File: src/rtl/config_loader_pkg.sv
// Shared definitions for config_loader: FSM state encoding, error codes and row address helper.
// CHECK is only reachable when CFG_LOADER_CHECKSUM_EN is defined.
package config_loader_pkg;

   typedef enum logic [2:0] {
      ST_IDLE,
      ST_FETCH,
      ST_WB_WRITE,
      ST_NEXT_NODE,
      ST_CHECK,
      ST_DONE,
      ST_ERROR
   } state_e;

   localparam logic [1:0] ERR_NONE = 2'd0;
   localparam logic [1:0] ERR_BUS  = 2'd1;
   localparam logic [1:0] ERR_CSUM = 2'd2;

   // Wraps at 32 bits; soclet and row are at most 15.
   function automatic logic [31:0] row_addr(input logic [31:0] base,
                                            input logic [3:0]  soclet,
                                            input logic [3:0]  row,
                                            input int unsigned stride_log2);
      return base + ({28'd0, soclet} << stride_log2) + ({28'd0, row} << 2);
   endfunction

endpackage

File: src/rtl/config_loader_wb_write_retry.sv
// Wishbone write engine: owns cyc/stb, the per-attempt timeout counter and the retry counter,
// and reports a single-cycle wr_ok_o / wr_fail_o to the loader FSM.
module wb_write_retry #(
   parameter int TIMEOUT_CYCLES = 255,
   parameter int MAX_RETRIES    = 3
) (
   input  logic clk,
   input  logic rst_i,
   input  logic launch_i,
   input  logic ack_i,
   input  logic err_i,
   output logic cyc_o,
   output logic wr_ok_o,
   output logic wr_fail_o
);
   import config_loader_pkg::*;

   localparam logic [7:0] TMO_LAST  = 8'(TIMEOUT_CYCLES - 1);
   localparam logic [2:0] RETRY_MAX = 3'(MAX_RETRIES);

   logic       cyc_q, cyc_d, gap_q, gap_d, ok_q, ok_d, fail_q, fail_d;
   logic [7:0] tmo_q, tmo_d;
   logic [2:0] retry_q, retry_d;
   logic       attempt_bad;

   always_comb begin
      cyc_d       = cyc_q;
      gap_d       = 1'b0;
      ok_d        = 1'b0;
      fail_d      = 1'b0;
      tmo_d       = tmo_q;
      retry_d     = retry_q;
      // err beats ack; ack beats the expiry cycle
      attempt_bad = cyc_q && (err_i || (!ack_i && tmo_q == TMO_LAST));
      if (launch_i) begin
         cyc_d   = 1'b1;
         tmo_d   = '0;
         retry_d = '0;
      end else if (gap_q) begin
         cyc_d = 1'b1;
         tmo_d = '0;
      end else if (cyc_q) begin
         if (attempt_bad) begin
            cyc_d = 1'b0;
            tmo_d = '0;
            if (retry_q == RETRY_MAX) begin
               fail_d  = 1'b1;
               retry_d = '0;
            end else begin
               gap_d   = 1'b1;
               retry_d = retry_q + 3'd1;
            end
         end else if (ack_i) begin
            cyc_d   = 1'b0;
            ok_d    = 1'b1;
            retry_d = '0;
         end else begin
            tmo_d = tmo_q + 8'd1;
         end
      end
   end

   always_ff @(posedge clk) begin
      if (rst_i) begin
         cyc_q   <= 1'b0;
         gap_q   <= 1'b0;
         ok_q    <= 1'b0;
         fail_q  <= 1'b0;
         tmo_q   <= '0;
         retry_q <= '0;
      end else begin
         cyc_q   <= cyc_d;
         gap_q   <= gap_d;
         ok_q    <= ok_d;
         fail_q  <= fail_d;
         tmo_q   <= tmo_d;
         retry_q <= retry_d;
      end
   end

   assign cyc_o     = cyc_q;
   assign wr_ok_o   = ok_q;
   assign wr_fail_o = fail_q;

endmodule

File: src/rtl/config_loader.sv
// Streams flash configuration words into SoClet row registers over Wishbone.
// Define CFG_LOADER_CHECKSUM_EN to require a trailing XOR checksum word after the last row.
module config_loader #(
   parameter int          NUM_SOCLETS     = 9,
   parameter int          ROWS_PER_SOCLET = 10,
   parameter logic [31:0] BASE_ADDR       = 32'h1000,
   parameter int          STRIDE_LOG2     = 6,
   parameter int          TIMEOUT_CYCLES  = 255,
   parameter int          MAX_RETRIES     = 3
) (
   input  logic        clk,
   input  logic        reset,
   input  logic        bypass_en,
   input  logic        start,
   input  logic        word_ready,
   input  logic [31:0] shifted_word,
   output logic        fetch_en,
   output logic        flash_csb,
   output logic [31:0] wbs_adr,
   output logic [31:0] wbs_dat,
   output logic        wbs_cyc,
   output logic        wbs_stb,
   output logic        wbs_we,
   output logic [3:0]  wbs_sel,
   input  logic        wbs_ack,
   input  logic        wbs_err,
   output logic        done_loading,
   output logic        load_error,
   output logic [1:0]  err_code
);
   import config_loader_pkg::*;

   localparam logic [3:0] LAST_ROW    = 4'(ROWS_PER_SOCLET - 1);
   localparam logic [3:0] LAST_SOCLET = 4'(NUM_SOCLETS - 1);

   logic        rst;
   state_e      state_q, state_d;
   logic [3:0]  soclet_q, soclet_d, row_q, row_d;
   logic [31:0] adr_q, adr_d, dat_q, dat_d;
   logic        csb_q, csb_d, done_q, done_d, lerr_q, lerr_d;
   logic [1:0]  ecode_q, ecode_d;
   logic        launch, wr_ok, wr_fail, cyc;
`ifdef CFG_LOADER_CHECKSUM_EN
   logic [31:0] csum_q, csum_d;
`endif

   assign rst = reset | bypass_en;

   always_comb begin
      state_d  = state_q;
      soclet_d = soclet_q;
      row_d    = row_q;
      adr_d    = adr_q;
      dat_d    = dat_q;
      csb_d    = csb_q;
      done_d   = done_q;
      lerr_d   = lerr_q;
      ecode_d  = ecode_q;
      launch   = 1'b0;
      fetch_en = 1'b0;
`ifdef CFG_LOADER_CHECKSUM_EN
      csum_d   = csum_q;
`endif
      case (state_q)
         ST_IDLE, ST_DONE, ST_ERROR: begin
            if (start) begin
               state_d  = ST_FETCH;
               csb_d    = 1'b0;
               soclet_d = '0;
               row_d    = '0;
               done_d   = 1'b0;
               lerr_d   = 1'b0;
               ecode_d  = ERR_NONE;
`ifdef CFG_LOADER_CHECKSUM_EN
               csum_d   = '0;
`endif
            end
         end
         ST_FETCH: begin
            fetch_en = 1'b1;
            if (word_ready) begin
               launch  = 1'b1;
               dat_d   = shifted_word;
               adr_d   = row_addr(BASE_ADDR, soclet_q, row_q, STRIDE_LOG2);
               state_d = ST_WB_WRITE;
`ifdef CFG_LOADER_CHECKSUM_EN
               csum_d  = csum_q ^ shifted_word;
`endif
            end
         end
         ST_WB_WRITE: begin
            if (wr_fail) begin
               state_d = ST_ERROR;
               csb_d   = 1'b1;
               lerr_d  = 1'b1;
               ecode_d = ERR_BUS;
            end else if (wr_ok) begin
               state_d = ST_NEXT_NODE;
            end
         end
         ST_NEXT_NODE: begin
            if (row_q != LAST_ROW) begin
               row_d   = row_q + 4'd1;
               state_d = ST_FETCH;
            end else if (soclet_q != LAST_SOCLET) begin
               row_d    = '0;
               soclet_d = soclet_q + 4'd1;
               state_d  = ST_FETCH;
            end else begin
`ifdef CFG_LOADER_CHECKSUM_EN
               state_d = ST_CHECK;
`else
               state_d = ST_DONE;
               csb_d   = 1'b1;
               done_d  = 1'b1;
`endif
            end
         end
`ifdef CFG_LOADER_CHECKSUM_EN
         ST_CHECK: begin
            fetch_en = 1'b1;
            if (word_ready) begin
               csb_d = 1'b1;
               if (shifted_word == csum_q) begin
                  state_d = ST_DONE;
                  done_d  = 1'b1;
               end else begin
                  state_d = ST_ERROR;
                  lerr_d  = 1'b1;
                  ecode_d = ERR_CSUM;
               end
            end
         end
`endif
         default: state_d = ST_IDLE;
      endcase
   end

   always_ff @(posedge clk) begin
      if (rst) begin
         state_q  <= ST_IDLE;
         soclet_q <= '0;
         row_q    <= '0;
         adr_q    <= '0;
         dat_q    <= '0;
         csb_q    <= 1'b1;
         done_q   <= 1'b0;
         lerr_q   <= 1'b0;
         ecode_q  <= ERR_NONE;
`ifdef CFG_LOADER_CHECKSUM_EN
         csum_q   <= '0;
`endif
      end else begin
         state_q  <= state_d;
         soclet_q <= soclet_d;
         row_q    <= row_d;
         adr_q    <= adr_d;
         dat_q    <= dat_d;
         csb_q    <= csb_d;
         done_q   <= done_d;
         lerr_q   <= lerr_d;
         ecode_q  <= ecode_d;
`ifdef CFG_LOADER_CHECKSUM_EN
         csum_q   <= csum_d;
`endif
      end
   end

   wb_write_retry #(
      .TIMEOUT_CYCLES (TIMEOUT_CYCLES),
      .MAX_RETRIES    (MAX_RETRIES)
   ) u_wb_write_retry (
      .clk       (clk),
      .rst_i     (rst),
      .launch_i  (launch),
      .ack_i     (wbs_ack),
      .err_i     (wbs_err),
      .cyc_o     (cyc),
      .wr_ok_o   (wr_ok),
      .wr_fail_o (wr_fail)
   );

   assign wbs_cyc      = cyc;
   assign wbs_stb      = cyc;
   assign wbs_we       = cyc;
   assign wbs_sel      = 4'hF;
   assign wbs_adr      = adr_q;
   assign wbs_dat      = dat_q;
   assign flash_csb    = csb_q;
   assign done_loading = done_q;
   assign load_error   = lerr_q;
   assign err_code     = ecode_q;

endmodule

File: config.mk
export PLATFORM = sky130hd
export DESIGN_NAME = config_loader
export DESIGN_NICKNAME = d
export VERILOG_FILES = /design/src/rtl/config_loader_pkg.sv /design/src/rtl/config_loader_wb_write_retry.sv /design/src/rtl/config_loader.sv
export SDC_FILE = /design/constraint.sdc
export NUM_CORES = 1
export LEC_CHECK = 0
export BUFFER_PORTS_ARGS = -buffer_cell sky130_fd_sc_hd__buf_2
export CORE_ASPECT_RATIO = 1.4
export CORE_UTILIZATION = 40
export CTS_BUF_LIST = sky130_fd_sc_hd__clkbuf_4 sky130_fd_sc_hd__clkbuf_8
export CTS_CLUSTER_DIAMETER = 40
export CTS_CLUSTER_SIZE = 12
export DETAILED_ROUTE_END_ITERATION = 12
export PLACE_DENSITY_LB_ADDON = 0.08
export SYNTH_ARGS = -nofsm -noshare
export SYNTH_HDL_FRONTEND = slang
export SYNTH_SLANG_ARGS = --single-unit
File: constraint.sdc
create_clock -name clk -period 1.8 [get_ports clk]
set_input_delay 0.27 -clock clk [delete_from_list [all_inputs] [get_ports clk]]
set_output_delay 0.27 -clock clk [all_outputs]
set_load 0.01 [all_outputs]
Yosys cells after proc, flatten, opt, wreduce, memory -nomap -nowiden:

Index checks and enable logic that the tools add are counted.

* register bits: 95
* output and inout port bits: 77
* logic and storage cells: 106

* add/subtract/negate cells: 6
* eq/ne operators: 18
* mux-type cells: 40
* bitwise operators: 4
* reductions and logical operators: 23

Operator list (number)
* 2-to-1 mux 3 bit: 9
* 2-to-1 mux 4 bit: 5
* 2-to-1 mux 8 bit: 2
* one-hot mux 4 bit (2 select lines): 2
* adder 14 x 6 -> 15 bit: 1
* 2-to-1 mux 1 bit: 15
* adder 13 x 10 -> 14 bit (first input constant): 1
* one-hot mux 3 bit (4 select lines): 1
* AND reduction 3 bit: 4
* != test 2 bit (second input constant): 5
* OR reduction 5 bit: 2
* == test 3 x 2 -> 1 bit (second input constant): 3
* adder 4 x 1 -> 4 bit (second input constant): 2
* adder 8 x 1 -> 8 bit (second input constant): 1
* == test 8 bit (second input constant): 1
* != test 4 bit (second input constant): 2
* AND reduction 4 bit: 2
* == test 3 bit (second input constant): 2
* nonzero test 2 bit: 3
* OR reduction 3 bit: 2
* AND reduction 5 bit: 1
* 2-to-1 mux 2 bit: 2
* != test 2 x 1 -> 1 bit (second input constant): 2
* one-hot mux 1 bit (2 select lines): 2
* other kinds (15): 19

Logic depth before layout (Yosys ltp):

* word-level depth: 8
* depth in mapped cells: 7
* depth with buffers taken out: 6

Modules after synthesis:

From an unflattened synthesis, not the netlist that was laid out.

* cell total of the unflattened synthesis: 397
* area, all modules: 3236.9 um2

Modules (own cells, without submodules)
* config_loader: times used 1, cells each 313, area each 2488.6 um2, seq. area each 1101.1 um2
* wb_write_retry: times used 1, cells each 84, area each 748.2 um2, seq. area each 300.3 um2

Least setup slack after synthesis:

OpenSTA, ideal clock, no wires.

* path type: register to register
* start: register soclet_q[0]
* end: register soclet_q[3]
* library setup time: 0.059 ns
* arrival time: 1.529 ns
* required time: 1.741 ns
* slack: 0.213 ns
* stages on the path, launching flop included: 7
* buffers on the path: 0
* cell sequence: dfxtp_1 inv_1 ha_1 and3b_1 nand3b_1 a2111o_1 nand2_1

* word-level cells in the longest chain between the ends: 4

Ends and longest elaborated chain
* from (decl): RTL line config_loader.sv:38 `logic [3:0] soclet_q, soclet_d, row_q, row_d;`
* from (signal assigned): RTL line config_loader.sv:155 `soclet_q <= soclet_d;`
* adder 4 x 1 -> 4 bit: RTL line config_loader.sv:107 `soclet_d = soclet_q + 4'd1;`
* 2-to-1 mux 4 bit: RTL line config_loader.sv:105 `end else if (soclet_q != LAST_SOCLET) begin`
* 2-to-1 mux 4 bit: RTL line config_loader.sv:102 `if (row_q != LAST_ROW) begin`
* one-hot mux 4 bit (2 select lines): RTL line config_loader.sv:64 `case (state_q)`

Several ways; a longest one is shown, not always the timed one. The select of a mux whose other input is x is not followed.
A chain may end at the register's enable or synchronous reset.

Worst setup path after layout:

* start: register state_q[0]
* end: output fetch_en

* word-level cells in the longest chain between the ends: 2

Ends and longest elaborated chain
* from (decl): RTL line config_loader.sv:37 `state_e state_q, state_d;`
* from (signal assigned): RTL line config_loader.sv:154 `state_q <= state_d;`
* == test 3 x 1 -> 1 bit: RTL line config_loader.sv:64
* 2-to-1 mux 1 bit: RTL line config_loader.sv:64
* to (decl): RTL line config_loader.sv:17 `output logic fetch_en,`

No other way between the ends.

==> impl_metrics.csv <==
group,metric,value,unit
status,run_status,"complete, no violations",
drt,drtAntennaViolNets,0,
floorplan,floorplan.rows,37,
cts,cts_setup_buffers,0,
pwr,power.net_switching,0.728,mW
setup_path,critical_path_arrival,1400,ps
yosys,yosys.cell_types.count,41,
cts,cts_root_buf,"sky130_fd_sc_hd__clkbuf_8",
setup_path,setup.worst_path.end_class,"output pin",
yosys,synth_most_common_cell,"sky130_fd_sc_hd__nand2_1",
grt,grt_max_degree,41,
layout,n_fill_cell,772,
grt,antenna_found_initial,0,
place,post-place-ws,132,ps
setup_path,worst-path-max-fanout,7,
setup_path,setup.reg_to_reg.worst_slack,130,ps
floorplan,dieWidth,76.9,um
timing,finalWorstSetupSlack,131,ps
drt,via_cell_ratio,4.81,
yosys,yosysWarningCount,0,
timing,final.period_utilization,92.7,%
timing,final.min_clock_period,1670,ps
floorplan,die_area,8220,um2
setup_path,crit_required,1530,ps
layout,antenna_cells,0,
drt,detail_route.iter0.violations,93,
timing,hold_worst_slack,159,ps
yosys,synthFlopType,"sky130_fd_sc_hd__dfxtp_1",
layout,drive_gt1_share,25.2,%
yosys,ys_seq_elements,70,
timing,clock.fmax,0.599,GHz
yosys,count_of_flip_flops_with_a_built_in_enable_after_synthesis,0,
floorplan,start_util,41.9,%
drt,total_via_count_in_the_routed_design,2776,
yosys,synthDominantAreaCellType,"sky130_fd_sc_hd__dfxtp_1",
yosys,synth_top_cells_by_count,"90 x sky130_fd_sc_hd__nand2_1, 70 x sky130_fd_sc_hd__dfxtp_1, 53 x sky130_fd_sc_hd__a21oi_1",
timing,setup_tns,0,ps
pwr,netSwitchingFraction,22.8,%
setup_path,r2r_end,"soclet_q[3]",
pwr,p_int,2.47,mW
setup_path,worst-r2r-cell-count,6,
setup_path,r2r_start,"soclet_q[0]",
floorplan,core-area,7500,um2
yosys,postSynthCellCount,391,
floorplan,design.portCount,116,
drt,postRouteWirelength,7000,um
timing,final_skew,9.65,ps
setup_path,timing_worst_setup_path_type,"reg -> out",
layout,finish.net_count,521,
grt,gr-total-overflow,0,
cts,maximum_buffer_depth_of_the_clock_tree,2,
pwr,power.total,3.20,mW
layout,flow.area_growth_from_synthesis,21.5,%
drt,route.detailed.drc,0,
floorplan,die_height,107,um
pwr,worst_ir_drop_on_vdd,0.524,mV
worst_hold_path,hold_path_depth,3,
worst_hold_path,hold_critical_path_endpoint,"wbs_dat[15]",
grt,grt_pass1_wl,11400,um
cts,holdBufCountCts,0,
yosys,ys_async_sr_fraction,0,%
timing,final-max-slew-violation-count,0,
cts,tritoncts,"yes",
yosys,synth_largest_type_area_fraction,44.6,%
timing,final_hold_violating_endpoints,0,
yosys,synth_sequential_area_ratio,44.6,%
grt,grt_usage,17.5,%
cts,h-tree-depth,3,
grt,number_of_global_route_vias_before_repair,2550,
setup_path,type_of_origin_of_the_critical_path,"flop",
pwr,pwr-share-seq,49.0,%
pwr,clock_power_share,44.4,%
cts,clk_latency,340,ps
place,io_buffers,87,
job,drv.max_cap_violation_count,0,
setup_path,worstSetupStartpoint,"state_q[0]",
timing,rsz0062_at_grt,"no",
pwr,fraction_of_power_consumed_by_combinational_cells,6.5,%
place,post_detail_place_hpwl,5030,um
cts,clkSlewWorstSetupHoldPaths,80,ps
cts,post_cts_repair_resize_count,0,
place,routabilityCongestion,0.732,
drt,wire_per_inst,12.1,um
yosys,syn-mean-instance-area,8.04,um2
cts,cts-buffers-inserted,9,
drt,detail_route.first_pass.iterations,4,
yosys,synth.area.top_cells,"sky130_fd_sc_hd__dfxtp_1 45%, sky130_fd_sc_hd__nand2_1 11%, sky130_fd_sc_hd__a21oi_1 8.4%",
yosys,post_synth_instance_area,3140,um2
worst_hold_path,holdCritStartpoint,"shifted_word[15]",
cts,tritoncts_sink_count,70,
pwr,power.density_cell_area,838,nW/um2
pwr,leakagePower,1.61,nW
timing,final_setup_fails,0,
worst_hold_path,min_path_type,"in -> reg",
==> through the flow <==
stage / std cells / utilization (%) / area, um2
after floorplan: 417 / - / 3240
after global placement: 561 / 47.9 / 3590
after detailed placement: 561 / 47.9 / 3590
after CTS: 577 / 50.9 / 3820
after global routing: 577 / 50.9 / 3820
final: 577 / 50.9 / 3820
==> kinds of logic after synthesis <==
| logic type | synth area share, % |
|---|---|
| other cells | 0.239 |
| simple gates | 23.6 |
| compound gates | 16.3 |
| buf+inv | 11.7 |
| flops | 44.6 |
| fa+ha+maj | 2.79 |
| xor+xnor | 0.836 |
==> cell usage in the layout (no fill, tap or decap), types with 3 or more instances in the layout <==
master,instances
sky130_fd_sc_hd__a21o_1,3
sky130_fd_sc_hd__a21oi_1,53
sky130_fd_sc_hd__a311oi_1,4
sky130_fd_sc_hd__a31oi_1,6
sky130_fd_sc_hd__and3b_1,4
sky130_fd_sc_hd__buf_2,87
sky130_fd_sc_hd__buf_4,14
sky130_fd_sc_hd__clkbuf_8,10
sky130_fd_sc_hd__clkinvlp_4,3
sky130_fd_sc_hd__conb_1,28
sky130_fd_sc_hd__dfxtp_1,70
sky130_fd_sc_hd__ha_1,7
sky130_fd_sc_hd__inv_1,9
sky130_fd_sc_hd__nand2_1,90
sky130_fd_sc_hd__nand3_1,11
sky130_fd_sc_hd__nand3b_1,3
sky130_fd_sc_hd__nor2_1,22
sky130_fd_sc_hd__nor2b_1,5
sky130_fd_sc_hd__nor3_1,8
sky130_fd_sc_hd__o21ai_0,4
==> per-layer routing <==
layer,global-route usage (%),vias to the layer above,part of all wire [%]
li1,-,1431,-
met1,19.3,1259,42
met2,32.1,75,52
met3,3.06,11,4.3
met4,8.38,0,1.9
met5,0,-,0
==> state kept, by name (all words and copies together) (netlist names), 3 cells and up <==
name and count:
soclet_q 4, u_wb_write_retry.retry_q 3, wbs_adr 9, row_q 4
wbs_dat 32, u_wb_write_retry.tmo_q 8, state_q 3
==> power groups by stage <==
| stage | clock network [mW] | registers [mW] | logic, mW |
|---|---|---|---|
| final | 1.42 | 1.57 | 0.208 |
| after global routing | 1.52 | 1.57 | 0.235 |
| after CTS | 1.46 | 1.57 | 0.212 |
| after detailed placement | 0 | 1.60 | 0.211 |
| after global placement | 0 | 1.60 | 0.210 |
| after floorplan | 0 | 1.61 | 0.165 |
==> worst max path at each step <==
| stage | end | slack (ps) |
|---|---|---|
| 6_report | fetch_en | 130 |
| 4_1_cts | fetch_en | 90 |
| 3_5_place_dp | soclet_q[1] | 130 |
| 3_3_place_gp | soclet_q[2] | 190 |
| 5_1_grt | wbs_dat[30] | 30 |
| 2_1_floorplan | soclet_q[3] | 210 |
==> cell type report <==
cell class / instances / area, um2 / area share (%)
Multi-Input combinational cell: 284 / 1490 / 39.1
Clock inverter: 5 / 82.6 / 2.16
Inverter: 9 / 33.8 / 0.885
Timing Repair Buffer: 101 / 541 / 14.2
Clock buffer: 11 / 145 / 3.80
Tap cell: 97 / 121 / 3.18
Sequential cell: 70 / 1400 / 36.7
==> critical path, stage by stage, from the launching register on <==
cell and delay [ps]:
sky130_fd_sc_hd__dfxtp_1 490, sky130_fd_sc_hd__buf_4 180, sky130_fd_sc_hd__nor3b_1 220, sky130_fd_sc_hd__buf_2 170
Power figures use the tool's default switching activity.
